File: src/rtl/bm_arb_pkg.sv
// rtl/bm_arb_pkg.sv - shared defaults, id-width helper and parity function for the parity arbiter
package bm_arb_pkg;

    localparam int NUM_REQ_DEF = 4;
    localparam int OPW_DEF     = 6;
    localparam int PAR_W       = 5;

    function automatic int id_width(input int n);
        return (n < 2) ? 1 : $clog2(n);
    endfunction

    function automatic logic bm_parity(input logic [PAR_W-1:0] a, input logic [PAR_W-1:0] b);
        return (a[0] ^ b[2]) ^ (a[1] ^ b[2]) ^ (a[2] | (b[1] & b[0]))
             ^ (~a[3] | (b[3] & a[4])) ^ b[4];
    endfunction

endpackage

File: src/rtl/bm_parity_core.sv
// rtl/bm_parity_core.sv - registered parity datapath shared by all requesters
module bm_parity_core
    import bm_arb_pkg::*;
(
    input  logic             clock,
    input  logic             resetn,
    input  logic             load_en,
    input  logic [PAR_W-1:0] a,
    input  logic [PAR_W-1:0] b,
    output logic             rsp_bit
);

    always_ff @(posedge clock or negedge resetn) begin
        if (!resetn) begin
            rsp_bit <= 1'b0;
        end else if (load_en) begin
            rsp_bit <= bm_parity(a, b);
        end
    end

endmodule

File: src/rtl/bm_parity_arbiter.sv
// rtl/bm_parity_arbiter.sv - round-robin arbiter in front of bm_parity_core; BM_GRANT_CNT_EN adds grant counters
module bm_parity_arbiter
    import bm_arb_pkg::*;
#(
    parameter int NUM_REQ = NUM_REQ_DEF,
    parameter int OPW     = OPW_DEF,
    parameter int IDW     = id_width(NUM_REQ)
) (
    input  logic                   clock,
    input  logic                   resetn,
    input  logic [NUM_REQ-1:0]     req_valid,
    output logic [NUM_REQ-1:0]     req_ready,
    input  logic [NUM_REQ*OPW-1:0] req_a,
    input  logic [NUM_REQ*OPW-1:0] req_b,
    output logic                   rsp_valid,
    input  logic                   rsp_ready,
    output logic [IDW-1:0]         rsp_id,
    output logic                   rsp_bit,
    output logic                   busy
`ifdef BM_GRANT_CNT_EN
    ,
    output logic [NUM_REQ*8-1:0]   grant_cnt
`endif
);

    localparam logic [IDW:0]   NUM_REQ_W = (IDW+1)'(NUM_REQ);
    localparam logic [IDW-1:0] LAST_ID   = IDW'(NUM_REQ - 1);

    logic [IDW-1:0]   rr_ptr;
    logic [IDW-1:0]   gnt_idx;
    logic             gnt_found;
    logic [IDW:0]     cand;
    logic             can_issue;
    logic             transfer;
    logic [PAR_W-1:0] op_a;
    logic [PAR_W-1:0] op_b;

    assign can_issue = !rsp_valid || rsp_ready;
    // Ready is held low while reset is asserted, even though the grant search is combinational.
    assign transfer  = gnt_found && can_issue && resetn;
    assign busy      = rsp_valid || (|req_valid);

    always_comb begin
        gnt_found = 1'b0;
        gnt_idx   = '0;
        cand      = '0;
        for (int i = 0; i < NUM_REQ; i++) begin
            cand = {1'b0, rr_ptr} + (IDW+1)'(i);
            if (cand >= NUM_REQ_W) begin
                cand = cand - NUM_REQ_W;
            end
            if (!gnt_found && req_valid[cand[IDW-1:0]]) begin
                gnt_found = 1'b1;
                gnt_idx   = cand[IDW-1:0];
            end
        end
    end

    always_comb begin
        req_ready          = '0;
        req_ready[gnt_idx] = transfer;
    end

    assign op_a = req_a[int'(gnt_idx)*OPW +: PAR_W];
    assign op_b = req_b[int'(gnt_idx)*OPW +: PAR_W];

    always_ff @(posedge clock or negedge resetn) begin
        if (!resetn) begin
            rr_ptr    <= '0;
            rsp_valid <= 1'b0;
            rsp_id    <= '0;
        end else if (transfer) begin
            rr_ptr    <= (gnt_idx == LAST_ID) ? '0 : gnt_idx + 1'b1;
            rsp_valid <= 1'b1;
            rsp_id    <= gnt_idx;
        end else if (rsp_ready) begin
            rsp_valid <= 1'b0;
        end
    end

    bm_parity_core u_core (
        .clock   (clock),
        .resetn  (resetn),
        .load_en (transfer),
        .a       (op_a),
        .b       (op_b),
        .rsp_bit (rsp_bit)
    );

`ifdef BM_GRANT_CNT_EN
    logic [7:0] cnt [NUM_REQ];

    always_ff @(posedge clock or negedge resetn) begin
        if (!resetn) begin
            for (int i = 0; i < NUM_REQ; i++) begin
                cnt[i] <= 8'd0;
            end
        end else begin
            for (int i = 0; i < NUM_REQ; i++) begin
                if (transfer && gnt_idx == IDW'(i) && cnt[i] != 8'hFF) begin
                    cnt[i] <= cnt[i] + 8'd1;
                end
            end
        end
    end

    always_comb begin
        grant_cnt = '0;
        for (int i = 0; i < NUM_REQ; i++) begin
            grant_cnt[i*8 +: 8] = cnt[i];
        end
    end
`endif

endmodule
File: config.mk
export PLATFORM = sky130hd
export DESIGN_NAME = bm_parity_arbiter
export DESIGN_NICKNAME = d
export VERILOG_FILES = /design/src/rtl/bm_arb_pkg.sv /design/src/rtl/bm_parity_core.sv /design/src/rtl/bm_parity_arbiter.sv
export SDC_FILE = /design/constraint.sdc
export NUM_CORES = 1
export LEC_CHECK = 0
export BUFFER_PORTS_ARGS = -buffer_cell sky130_fd_sc_hd__buf_4
export CELL_PAD_IN_SITES_DETAIL_PLACEMENT = 2
export CELL_PAD_IN_SITES_GLOBAL_PLACEMENT = 2
export CORE_MARGIN = 10
export CORE_UTILIZATION = 19
export CTS_CLUSTER_DIAMETER = 120
export CTS_CLUSTER_SIZE = 30
export DETAILED_ROUTE_END_ITERATION = 16
export PLACE_DENSITY = 0.83
export SLEW_MARGIN = 10
export SYNTH_ARGS = -nofsm -noshare
export SYNTH_HDL_FRONTEND = slang
export SYNTH_SLANG_ARGS = --single-unit
File: constraint.sdc
create_clock -name clock -period 3.65 [get_ports clock]
set_input_delay 0.73 -clock clock [delete_from_list [all_inputs] [get_ports clock]]
set_output_delay 0.73 -clock clock [all_outputs]
set_load 0.1 [all_outputs]
# Yosys cells after proc, flatten, opt, wreduce, memory -nomap -nowiden
# Index checks and enable logic that the tools add are counted.
word_totals:
  ff_bits: 6
  in_bits: 55
  output_inout_bits: 9
  wordCells: 77
op_classes:
  add_sub_neg: 8
  multipliers: 1
  order_cmp: 10
  n_eq_ne: 1
  shift: 2
  n_mux: 25
  n_bitwise: 12
  reduce_logical: 14
op_table:
  columns: ["cell", "n"]
  rows:
  - ["$shiftx A24 B32 Y5", 1]
  - ["$shiftx A24 B6 Y5", 1]
  - ["$mux W2", 9]
  - ["$lt A2 B3 Y1 const B", 5]
  - ["$mux W1", 11]
  - ["$ge A3 B3 Y1 const B", 3]
  - ["$bmux W1 S2", 4]
  - ["$sub A2 B1 Y2 const B", 4]
  - ["$add A2 B2 Y3 const B", 2]
  - ["$logic_and A1 B1 Y1", 6]
  - ["$xor A1 B1 Y1", 6]
  - ["$and A4 B4 Y4", 1]
  - ["$logic_not A1 Y1", 4]
  - ["$mul A2 B2 Y4 const B", 1]
  - ["$reduce_or A4 Y1", 1]
  - ["$add A2 B1 Y3 const B", 1]
  - ["$ge A2 B3 Y1 const B", 1]
  - ["$add A2 B1 Y2 const B", 1]
  - ["$and A1 B1 Y1", 2]
  - ["$demux W1 S2", 1]
  - ["$eq A2 B2 Y1 const B", 1]
  - ["$ge A2 B1 Y1 const B", 1]
  - ["$logic_or A1 B1 Y1", 2]
  - ["$or A1 B1 Y1", 2]
  - ["other kinds (2)", 2]

# Depth between registers and ports, before layout
# Gate-level depths: netlist of run 1.
logic_depth:
  word_depth: 21
  depth_mapped: 8
  mapped_depth_nobuf: 7

# By module
# From an unflattened synthesis of run 1, not the netlist that was laid out.
unflattened:
  hier_cells: 76
  area_unflattened_um2: 753.2
by_module_without_submodules:
  columns: ["module", "n_inst", "cells_each", "area_each_um2"]
  rows:
  - ["bm_parity_arbiter", 1, 70, 651.9]
  - ["bm_parity_core", 1, 6, 101.3]

# Worst setup path before layout of run 1
# No wires, ideal clock.
synth_path:
  path_kind: "input -> output"
  start: "input req_valid[0]"
  end: "output req_ready[3]"
  arrival_time_ns: 2.933
  required_time_ns: 2.920
  path_slack_ns: -0.013
  cell_stages: 8
  n_path_buf: 1
  path_cell_list: "a21oi_2 nor3b_2 or3_1 buf_6 inv_2 ha_1 inv_1 nor2_1"
synth_between:
  elab_chain_cells: 17
synth_lines:
  columns: ["element", "line", "text"]
  rows:
  - ["start, declared", "bm_parity_arbiter.sv:11", "input logic [NUM_REQ-1:0] req_valid,"]
  - ["$bmux W1 S2", "bm_parity_arbiter.sv:52", "if (!gnt_found && req_valid[cand[IDW-1:0]]) begin"]
  - ["$mux W1 (implied by the code)", "bm_parity_arbiter.sv:52", null]
  - ["$mux W1", "bm_parity_arbiter.sv:52", null]
  - ["$logic_not A1 Y1", "bm_parity_arbiter.sv:52", null]
  - ["$logic_and A1 B1 Y1", "bm_parity_arbiter.sv:52", null]
  - ["$mux W1", "bm_parity_arbiter.sv:52", null]
  - ["$logic_not A1 Y1", "bm_parity_arbiter.sv:52", null]
  - ["$logic_and A1 B1 Y1", "bm_parity_arbiter.sv:52", null]
  - ["[2 not listed]", null, null]
  - ["$logic_and A1 B1 Y1", "bm_parity_arbiter.sv:52", null]
  - ["$mux W2 *", "bm_parity_arbiter.sv:52", null]
  - ["named net gnt_idx[1]", "bm_parity_arbiter.sv:30", "logic [IDW-1:0] gnt_idx;"]
  - ["$lt A2 B3 Y1 (implied by the code) or $ge A2 B1 Y1 (tied branches)", "bm_parity_arbiter.sv:61", "req_ready[gnt_idx] = transfer;"]
  - ["$logic_and A1 B1 Y1 (implied by the code)", "bm_parity_arbiter.sv:61", null]
  - ["$mux W1 (implied by the code)", "bm_parity_arbiter.sv:61", null]
  - ["$demux W1 S2 *", "bm_parity_arbiter.sv:61", null]
  - ["$and A4 B4 Y4 (no source line) *", null, null]
  - ["end, declared", "bm_parity_arbiter.sv:12", "output logic [NUM_REQ-1:0] req_ready,"]
# Mark *: on every way through the listed nets, which the timed path passes. The rest lies on a longest branch. The select of a mux whose other input is x is not followed.

# Final worst setup path of run 1
# Same ends and word-level chain as after synthesis.

==> summary.txt, run 1 <==
Outcome: finished clean
Post-synthesis sequential area ratio: 21.74%
Share of layout cells above drive strength 1: 51.18%
Crit path capture type: output port
CP startpoint: req_valid[0]
P_leak: 0.5782 nW
Starting Density: 20.22%
Die area: 6446 µm²
Critical Path Sink: req_ready[3]
CTS Buffer Depth: 2
Clock Skews: 0.003410 ns
Net switching power: 0.3209 mW
Largest net degree at the start of global routing: 14
Data required, critical path: 2.92 ns
Inserted Clock Buffers: 3
Fin worst setup slack: 0.5794 ns
Worst Max-Slew Pin Slew: 0.5254 ns
Post-Syn Area per Cell: 9.209 µm²
Crit-path most repeated cell: buf_4
Post-CTS Setup Bufs: 0
Synth Cell Area: 690.7 µm²
Initial antenna violation count: 0
DRC viols: 0
Post-synthesis register bit count: 6
Die H: 80.29 µm
Worst IR Drop VDD: 309.9 µV
Post-Place Setup Slack: 0.5782 ns
Final net count: 188
Worst reg2reg path depth: 6
Max_slew headroom: 64.88%
Placed Cells: 170
Pre-antenna DRT Iters: 2
FP Rows: 21
Synth cell types: 27
Pins over their slew limit: 0
Synth Instances: 75
Clock share of power: 10.3%
Post-DP HPWL: 2417 µm
PostCTS Resize Cnt: 0
Max incr delay on CP: 0.52 ns
Count of final hold-check violations: 0
Crit path time final: 3.071 ns
Combinational Power Share: 70.2%
Vias in the first global route: 871
Vias/cell: 4.306
Routed WL: 2693 µm
Setup-failing EPs final: 0
# diodes: 0
Sinks on Clock Net: 6
Grt ovf: 0
Total power per unit cell area: 513.1 nW/µm²
Gpl congestion: 0.8143
Hold crit path type: input port to async pin
Seq pwr share: 19.5%
Clock Latency Late Sink: 0.24 ns
Largest fanout on the critical path: 6
Core Region: 3416 µm²
First-pass GRT wire length: 4512 µm
Worst-path cell chain: buf_4, a21oi_2, nor3b_2, or3_1, inv_2, ha_1, inv_1, nor2_2, buf_4
Routed Antenna Nets: 0
Worst reg2reg setup slack: 1.67 ns
RSZ-0062 raised after global routing: no
H-tree depth: 1
Tcrit/Tclk final: 84.13%
DR iter-0 viols: 6
Routed WL per cell: 15.57 µm
Cell-internal power: 0.2640 mW
Max-Cap Viols: 0
Fill cells: 392
Setup TNS: 0 ns
CP Launch Type: input port
Input/output buffers: 51
GR Util All Layers: 8.908%
Worst-path clk slew: 0.05 ns
CTS tree: done
RR Startpoint: rr_ptr[0]
Die Width: 80.29 µm
Post-CTS Hold Fix Bufs: 0
CTS root buf: clkbuf_4
WP data arrival: 2.34 ns
Warnings, synthesis: 0
WS Path Type: input port to output port
Non-filler instance count after layout: 173
Via count: 745
Synthesis-to-finish area growth: 65.04%
Reg-to-Reg End: rr_ptr[1]
# IOs: 64
Slowest-stage cell, CP: or3_1
Top achievable clock speed: 325.7 MHz
Sw Share: 54.87%
Synth Net Count: 134
## kinds of logic (layout without fill, tap and decap cells)
| group | Yosys count | after routing | synth area share, % |
|---|---|---|---|
| AND/OR/NAND/NOR | 22 | 22 | 17.93 |
| AO/OA/AOI/OAI | 19 | 19 | 20.65 |
| XOR/XNOR | 12 | 12 | 23.55 |
| buffers and inverters | 11 | 63 | 7.247 |
| flip-flops | 6 | 6 | 21.74 |
| adder cells (fa/ha/maj) | 4 | 4 | 7.247 |
| multiplexers | 1 | 1 | 1.630 |
## layer usage
layer | vias to the layer above | wire length (µm) | track usage [%]
met1 | 357 | 1027 | 8.734
li1 | 360 | - | -
met5 | - | 0 | 0
met3 | 0 | 167 | 2.784
met4 | 0 | 0 | 2.641
met2 | 28 | 1498 | 17.26
## layout by cell type, fill, tap and decap left out, drive strengths merged, types with 4 or more instances in the layout
| master | count |
|---|---|
| buf | 51 |
| inv | 9 |
| a21oi | 7 |
| nand2 | 6 |
| dfrtp | 6 |
| nor2 | 6 |
| a21boi | 4 |
| xor2 | 4 |
| xnor2 | 4 |
| ha | 4 |
## metrics by stage
stage                     hold slack, ns  area [µm²]  total power, mW  utilization (%)
after floorplan                   0.4344       693.2           0.4264                -
after global placement            0.4780        1117           0.5174            32.71
after detailed placement          0.4884        1117           0.5316            32.71
after CTS                         0.2838        1140           0.5985            33.37
after global routing              0.2727        1140           0.6385            33.37
final                             0.2912        1140           0.5849            33.37
## worst max-delay path, delay by kind of cell
kind | cells | cell delay (ns)
buffers and inverters | 4 | 0.60
adder cells (fa/ha/maj) | 1 | 0.17
AO/OA/AOI/OAI | 1 | 0.14
AND/OR/NAND/NOR | 3 | 0.69
## worst min-delay path by stage
stage,to,cells past startpoint
finish,rsp_id[1],1
global route,rsp_id[1],1
CTS,rsp_id[1],1
detailed placement,u_core.rsp_bit,2
global placement,rsp_id[1],2
floorplan,rr_ptr[0],0
## Yosys cell counts
cell type  count  area (µm²)
inv_1          7       26.28
a21oi_1        6       30.03
dfrtp_1        6       150.1
nand2_1        6       22.52
nor2_1         6       22.52
a21boi_1       4       30.03
ha_1           4       50.05
xnor2_1        4       35.03
xor2_1         4       35.03
a211oi_2       3       37.54
nand2b_1       3       18.77
inv_2          2       7.510
nand3_1        2       10.01
nor4_2         2       25.02
o21ai_1        2       10.01
xnor3_1        2       45.04
xor3_1         2       47.55
a21oi_2        1       8.760
buf_2          1       5.000
buf_6          1       11.26
mux2_1         1       11.26
nor3b_2        1       12.51
o22ai_1        1       6.260
o31ai_1        1       7.510
o31ai_2        1       12.51
or2_1          1       6.260
or3_1          1       6.260
## registers in the layout (all words and copies together) (netlist names)
| name | flops |
|---|---|
| rsp_valid | 1 |
| rr_ptr | 2 |
| u_core.rsp_bit | 1 |
| rsp_id | 2 |
## power groups by stage
stage                     Combinational (mW)  Sequential (mW)  Clock (mW)
after floorplan                        0.212            0.215           0
after global placement                 0.405            0.113           0
after detailed placement               0.417            0.115           0
after CTS                              0.420            0.115      0.0640
after global routing                   0.449            0.118      0.0710
final                                  0.411            0.114      0.0605
## final cells by class
| cell class | instances | area (µm²) | share of cell area [%] |
|---|---|---|---|
| tap | 46 | 57.56 | 5.049 |
| sequential | 6 | 150.1 | 13.17 |
| inverter | 9 | 33.78 | 2.964 |
| clock buffer | 3 | 22.52 | 1.976 |
| multi-input combinational | 58 | 493.0 | 43.25 |
| timing repair buffer | 51 | 382.9 | 33.59 |
Power figures use the tool's default switching activity.
==> run 2: changes to the inputs <==
- CORE_UTILIZATION: 19 -> 16
- PLACE_DENSITY: 0.83 -> 0.74
- clock period: 3.65 -> 2.8 ns (I/O delays scaled with it)
==> summary.txt, run 2 (synthesis gave the netlist of run 1 again) <==
Commonest non-fill, non-tap cell in the layout: buf_4 (unchanged)
Gpl congestion: 0.7273 (was 0.8143)
Largest net degree at the start of global routing: 11 (was 14)
Synthesis-to-finish area growth: 72.64% (was 65.04%)
Setup-failing EPs final: 0 (unchanged)
DR iter-0 viols: 14 (was 6)
Net switching power: 0.4380 mW (was 0.3209 mW)
Largest fanout on the critical path: 4 (was 6)
Cell family with most CP delay: simple AND/OR/NAND/NOR gates (unchanged)
Inserted Clock Buffers: 3 (unchanged)
Worst reg2reg path depth: 6 (unchanged)
Clock Latency Late Sink: 0.22 ns (was 0.24 ns)
Die H: 85.70 µm (was 80.29 µm)
Max-Cap Viols: 0 (unchanged)
Pre-antenna DRT Iters: 3 (was 2)
Routed WL: 2789 µm (was 2693 µm)
Count of final hold-check violations: 0 (unchanged)
Crit path time final: 2.656 ns
Via count: 755 (was 745)
Worst reg2reg setup slack: 0.89 ns (was 1.67 ns)
CTS root buf: clkbuf_8 (was clkbuf_4)
RSZ-0062 raised after global routing: no (unchanged)
Die Width: 85.70 µm (was 80.29 µm)
DRC viols: 0 (unchanged)
Combinational Power Share: 67.1% (was 70.2%)
Vias/cell: 4.194 (was 4.306)
First-pass GRT wire length: 4388 µm (was 4512 µm)
Cell-internal power: 0.4074 mW (was 0.2640 mW)
Top achievable clock speed: 376.5 MHz
Worst-path cell chain: buf_4, a21oi_2, nor3b_2, or3_1, inv_2, ha_1, inv_1, nor2_2, buf_6 (was buf_4, a21oi_2, nor3b_2, or3_1, inv_2, ha_1, inv_1, nor2_2, buf_4)
CTS Buffer Depth: 2 (unchanged)
Smallest hold slack: 0.1516 ns (was 0.2912 ns)
Starting Density: 16.90% (was 20.22%)
Slowest-stage cell, CP: or3_1 (unchanged)
Routed WL per cell: 15.49 µm (was 15.57 µm)
Sw Share: 51.81% (was 54.87%)
Initial antenna violation count: 0 (unchanged)
# diodes: 0 (unchanged)
Post-Place Setup Slack: 0.1194 ns (was 0.5782 ns)
Placed Cells: 177 (was 170)
CTS tree: done (unchanged)
P_leak: 0.6008 nW (was 0.5782 nW)
Worst Max-Slew Pin Slew: 0.5071 ns (was 0.5254 ns)
Pins over their slew limit: 0 (unchanged)
CP Launch Type: input port (unchanged)
Routed Antenna Nets: 0 (unchanged)
Vias in the first global route: 871 (unchanged)
Sinks on Clock Net: 6 (unchanged)
Share of layout cells above drive strength 1: 53.08% (was 51.18%)
FP Rows: 23 (was 21)
Input/output buffers: 51 (unchanged)
Total power: 0.8453 mW (was 0.5849 mW)
Post-CTS Hold Fix Bufs: 0 (unchanged)
Hold crit path type: input port to async pin (unchanged)
Tcrit/Tclk final: 94.86%
Post-DP HPWL: 2477 µm (was 2417 µm)
Total power per unit cell area: 708.9 nW/µm² (was 513.1 nW/µm²)
Clock share of power: 15.1% (was 10.3%)
GR Util All Layers: 7.430% (was 8.908%)
WS Path Type: input port to output port (unchanged)
Outcome: finished clean (unchanged)
Crit path capture type: output port (unchanged)
Max_slew headroom: 66.13% (was 64.88%)
Grt ovf: 0 (unchanged)
WP depth: 9 (unchanged)
Registers with the most flip-flops: rr_ptr x2, rsp_id x2 (unchanged)
H-tree depth: 1 (unchanged)
# IOs: 64 (unchanged)
Worst IR Drop VDD: 488.5 µV (was 309.9 µV)
Non-filler instance count after layout: 180 (was 173)
Die area: 7344 µm² (was 6446 µm²)
Worst path buffer plus inverter count: 4 (unchanged)
Final net count: 191 (was 188)
Max incr delay on CP: 0.47 ns (was 0.52 ns)
Fin worst setup slack: 0.1439 ns (was 0.5794 ns)
Final core occ: 29.18% (was 33.37%)
Seq pwr share: 17.7% (was 19.5%)
WP data arrival: 2.10 ns (was 2.34 ns)
Data required, critical path: 2.24 ns (was 2.92 ns)
Worst-path clk slew: 0.04 ns (was 0.05 ns)
Core Region: 4086 µm² (was 3416 µm²)
Commonest cells after routing, fill and taps aside: 53 x buf_4, 7 x inv_1, 6 x a21oi_1, 6 x nand2_1, 6 x dfrtp_1 (was 51 x buf_4, 7 x inv_1, 6 x a21oi_1, 6 x nand2_1, 6 x dfrtp_1)
Clock Skews: 0.002760 ns (was 0.003410 ns)
## run 2: changes by cell type in the layout (fill, tap and decap cells not counted)
cell and change:
nor2_2 +1, nor2_1 -1, buf_4 +2, buf_6 +1, clkbuf_4 -3, clkbuf_8 +3
## run 2: power by group through the flow
| stage | Combinational [mW] | Clock [mW] | Sequential, mW |
|---|---|---|---|
| after CTS | 0.581 | 0.133 | 0.152 |
| final | 0.568 | 0.128 | 0.150 |
| after detailed placement | 0.570 | 0 | 0.151 |
| after global routing | 0.612 | 0.139 | 0.155 |
| after global placement | 0.551 | 0 | 0.147 |
| after floorplan | 0.278 | 0 | 0.280 |
## run 2: layout make-up
cell class / instances / area, µm²
flip-flops and latches: 6 / 150.1
inverters: 9 / 33.78
fillers: 482 / 2894
well taps: 50 / 62.56
repair buffers: 54 / 409.1
multi-input cells: 58 / 495.5
clock buffers: 3 / 41.29
## run 2: path summary, 6_finish.rpt
| path | start | to |
|---|---|---|
| min reg2reg | rsp_id[1] | rsp_id[1] |
| max in group asynchronous | resetn | rsp_valid |
| max | req_valid[0] | req_ready[3] |
| min in group clock | rsp_id[1] | rsp_id[1] |
| min | resetn | rsp_id[0] |
| max reg2reg | rr_ptr[1] | rr_ptr[1] |
## run 2: per-stage QoR
stage | instance area [µm²] | setup TNS (ns)
after CTS | 1189 | 0
final | 1192 | 0
after global routing | 1192 | 0
after detailed placement | 1147 | 0
after floorplan | 695.7 | -0.7893
after global placement | 1147 | 0
## run 2: metal layers
metal	routed length, µm	track usage (%)	up-vias
met5	0	0	-
met4	10	2.246	0
met3	244	2.933	2
met2	1387	13.42	37
met1	1145	7.692	351
li1	-	-	365
## run 2: repair_timing
action,in CTS,in global routing
setup endpoints to repair,0,1
gates resized for setup,0,1
buffers inserted,0,0
==> run 3: changes to the inputs <==
- CORE_UTILIZATION: 16 -> 18
- PLACE_DENSITY: 0.74 -> 0.79
- clock period: 2.8 -> 2.7 ns (I/O delays scaled with it)
==> summary.txt, run 3 (synthesis gave the netlist of run 1 again) <==
First-pass GRT wire length: 3919 µm (was 4388 µm)
CTS tree: done (unchanged)
Placed Cells: 176 (was 177)
Routed WL: 2644 µm (was 2789 µm)
Crit path time final: 2.597 ns
Initial antenna violation count: 0 (unchanged)
Outcome: finished clean (unchanged)
# diodes: 0 (unchanged)
Worst-path cell chain: a21oi_2, nor3b_2, or3_1, inv_2, ha_1, inv_1, nor2_2, buf_4 (was buf_4, a21oi_2, nor3b_2, or3_1, inv_2, ha_1, inv_1, nor2_2, buf_6)
Largest net degree at the start of global routing: 9 (was 11)
Clock share of power: 16.0% (was 15.1%)
WS Path Type: register to output port (was input port to output port)
Net switching power: 0.4548 mW (was 0.4380 mW)
Share of layout cells above drive strength 1: 54.20% (was 53.08%)
Data required, critical path: 2.16 ns (was 2.24 ns)
DR iter-0 viols: 4 (was 14)
Pins over their slew limit: 0 (unchanged)
Seq pwr share: 17.6% (was 17.7%)
Input/output buffers: 51 (unchanged)
Sinks on Clock Net: 6 (unchanged)
Final net count: 192 (was 191)
Die area: 6715 µm² (was 7344 µm²)
CTS root buf: clkbuf_8 (unchanged)
Crit path capture type: output port (unchanged)
DRC viols: 0 (unchanged)
GR Util All Layers: 7.675% (was 7.430%)
Non-filler instance count after layout: 179 (was 180)
WP data arrival: 2.06 ns (was 2.10 ns)
Clock Skews: 0.0004876 ns (was 0.002760 ns)
# IOs: 64 (unchanged)
Routed Antenna Nets: 0 (unchanged)
CTS Buffer Depth: 2 (unchanged)
Fill cells: 440 (was 482)
Registers with the most flip-flops: rr_ptr x2, rsp_id x2 (unchanged)
Cell-internal power: 0.4275 mW (was 0.4074 mW)
RSZ-0062 raised after global routing: no (unchanged)
Largest fanout on the critical path: 5 (was 4)
Commonest cells after routing, fill and taps aside: 55 x buf_4, 7 x inv_1, 6 x nand2_1, 6 x dfrtp_1, 5 x a21oi_1 (was 53 x buf_4, 7 x inv_1, 6 x a21oi_1, 6 x nand2_1, 6 x dfrtp_1)
Die H: 81.95 µm (was 85.70 µm)
Routed WL per cell: 14.77 µm (was 15.49 µm)
Commonest non-fill, non-tap cell in the layout: buf_4 (unchanged)
Smallest hold slack: 0.1152 ns (was 0.1516 ns)
Core Region: 3689 µm² (was 4086 µm²)
Post-DP HPWL: 2360 µm (was 2477 µm)
Sw Share: 51.55% (was 51.81%)
Die Width: 81.95 µm (was 85.70 µm)
Combinational Power Share: 66.4% (was 67.1%)
Count of final hold-check violations: 0 (unchanged)
Cell family with most CP delay: simple AND/OR/NAND/NOR gates (unchanged)
Inserted Clock Buffers: 3 (unchanged)
H-tree depth: 1 (unchanged)
Slowest-stage cell, CP: dfrtp_1 (was or3_1)
Setup-failing EPs final: 0 (unchanged)
Max incr delay on CP: 0.44 ns (was 0.47 ns)
Vias/cell: 4.229 (was 4.194)
Gpl congestion: 0.7744 (was 0.7273)
Pre-antenna DRT Iters: 2 (was 3)
Via count: 757 (was 755)
Hold crit path type: input port to async pin (unchanged)
Synthesis-to-finish area growth: 73.37% (was 72.64%)
Tcrit/Tclk final: 96.18%
Top achievable clock speed: 385.1 MHz
Worst Max-Slew Pin Slew: 0.3680 ns (was 0.5071 ns)
Vias in the first global route: 830 (was 871)
Max_slew headroom: 75.42% (was 66.13%)
Worst path buffer plus inverter count: 3 (was 4)
FP Rows: 22 (was 23)
Grt ovf: 0 (unchanged)
Total power per unit cell area: 736.8 nW/µm² (was 708.9 nW/µm²)
Clock Latency Late Sink: 0.23 ns (was 0.22 ns)
CP Launch Type: register (was input port)
P_leak: 0.6048 nW (was 0.6008 nW)
Starting Density: 18.72% (was 16.90%)
Worst IR Drop VDD: 287.0 µV (was 488.5 µV)
Max-Cap Viols: 0 (unchanged)
Worst-path clk slew: 0.04 ns (about the same)
run 3: layer usage:
| metal | vias up | part of all wire (%) | GRT usage, % |
|---|---|---|---|
| met5 | - | 0 | 0 |
| met4 | 0 | 2.0 | 4.592 |
| met3 | 6 | 9.5 | 3.275 |
| met2 | 37 | 48 | 13.64 |
| met1 | 345 | 40 | 7.196 |
| li1 | 369 | - | - |
run 3: layout make-up:
cell class	count	area (µm²)	area share (%)
clock buffers	3	41.29	3.448
inverters	9	33.78	2.821
multi-input cells	58	499.2	41.69
flip-flops and latches	6	150.1	12.54
well taps	48	60.06	5.016
repair buffers	55	412.9	34.48
run 3: final timing paths:
kind,start,endpoint,slack [ns],cells after the start
setup / recovery,rr_ptr[1],req_ready[3],0.10,8
hold / removal,resetn,rsp_valid,0.12,1
setup reg to reg,rr_ptr[1],rr_ptr[1],0.88,6
hold reg to reg,rsp_id[1],rsp_id[1],0.49,2
max in group asynchronous,resetn,rsp_id[1],2.46,1
min in group clock,rsp_id[1],rsp_id[1],0.49,2
run 3: through the flow:
stage	worst slack [ns]	utilization, %	cell area, µm²	power [mW]	TNS [ns]
floorplan	-0.4177	-	695.7	0.5783	-1.069
global placement	0.1454	31.24	1152	0.7327	0
detailed placement	0.1277	31.24	1152	0.7483	0
CTS	0.04376	32.36	1194	0.8972	0
global route	0.01279	32.46	1197	0.9384	0
finish	0.1031	32.46	1197	0.8822	0
run 3: repair_timing:
item | in CTS | in global routing
hold buffers | 0 | 0
endpoints found under the setup margin | 0 | 2
resized for setup | 0 | 1
setup buffers | 0 | 0
run 3: worst register-to-register path, stage by stage, from the launching register on:
cell     delay (ns)
dfrtp_1        0.44
a21oi_2        0.16
nor3b_2        0.07
or3_1          0.44
inv_2          0.10
ha_1           0.22
mux2_1         0.27
run 3: power by group through the flow:
stage / registers (mW) / clock network [mW] / logic [mW]
global route: 0.162 / 0.149 / 0.628
detailed placement: 0.156 / 0 / 0.592
global placement: 0.153 / 0 / 0.580
finish: 0.155 / 0.141 / 0.585
CTS: 0.155 / 0.146 / 0.596
floorplan: 0.290 / 0 / 0.288
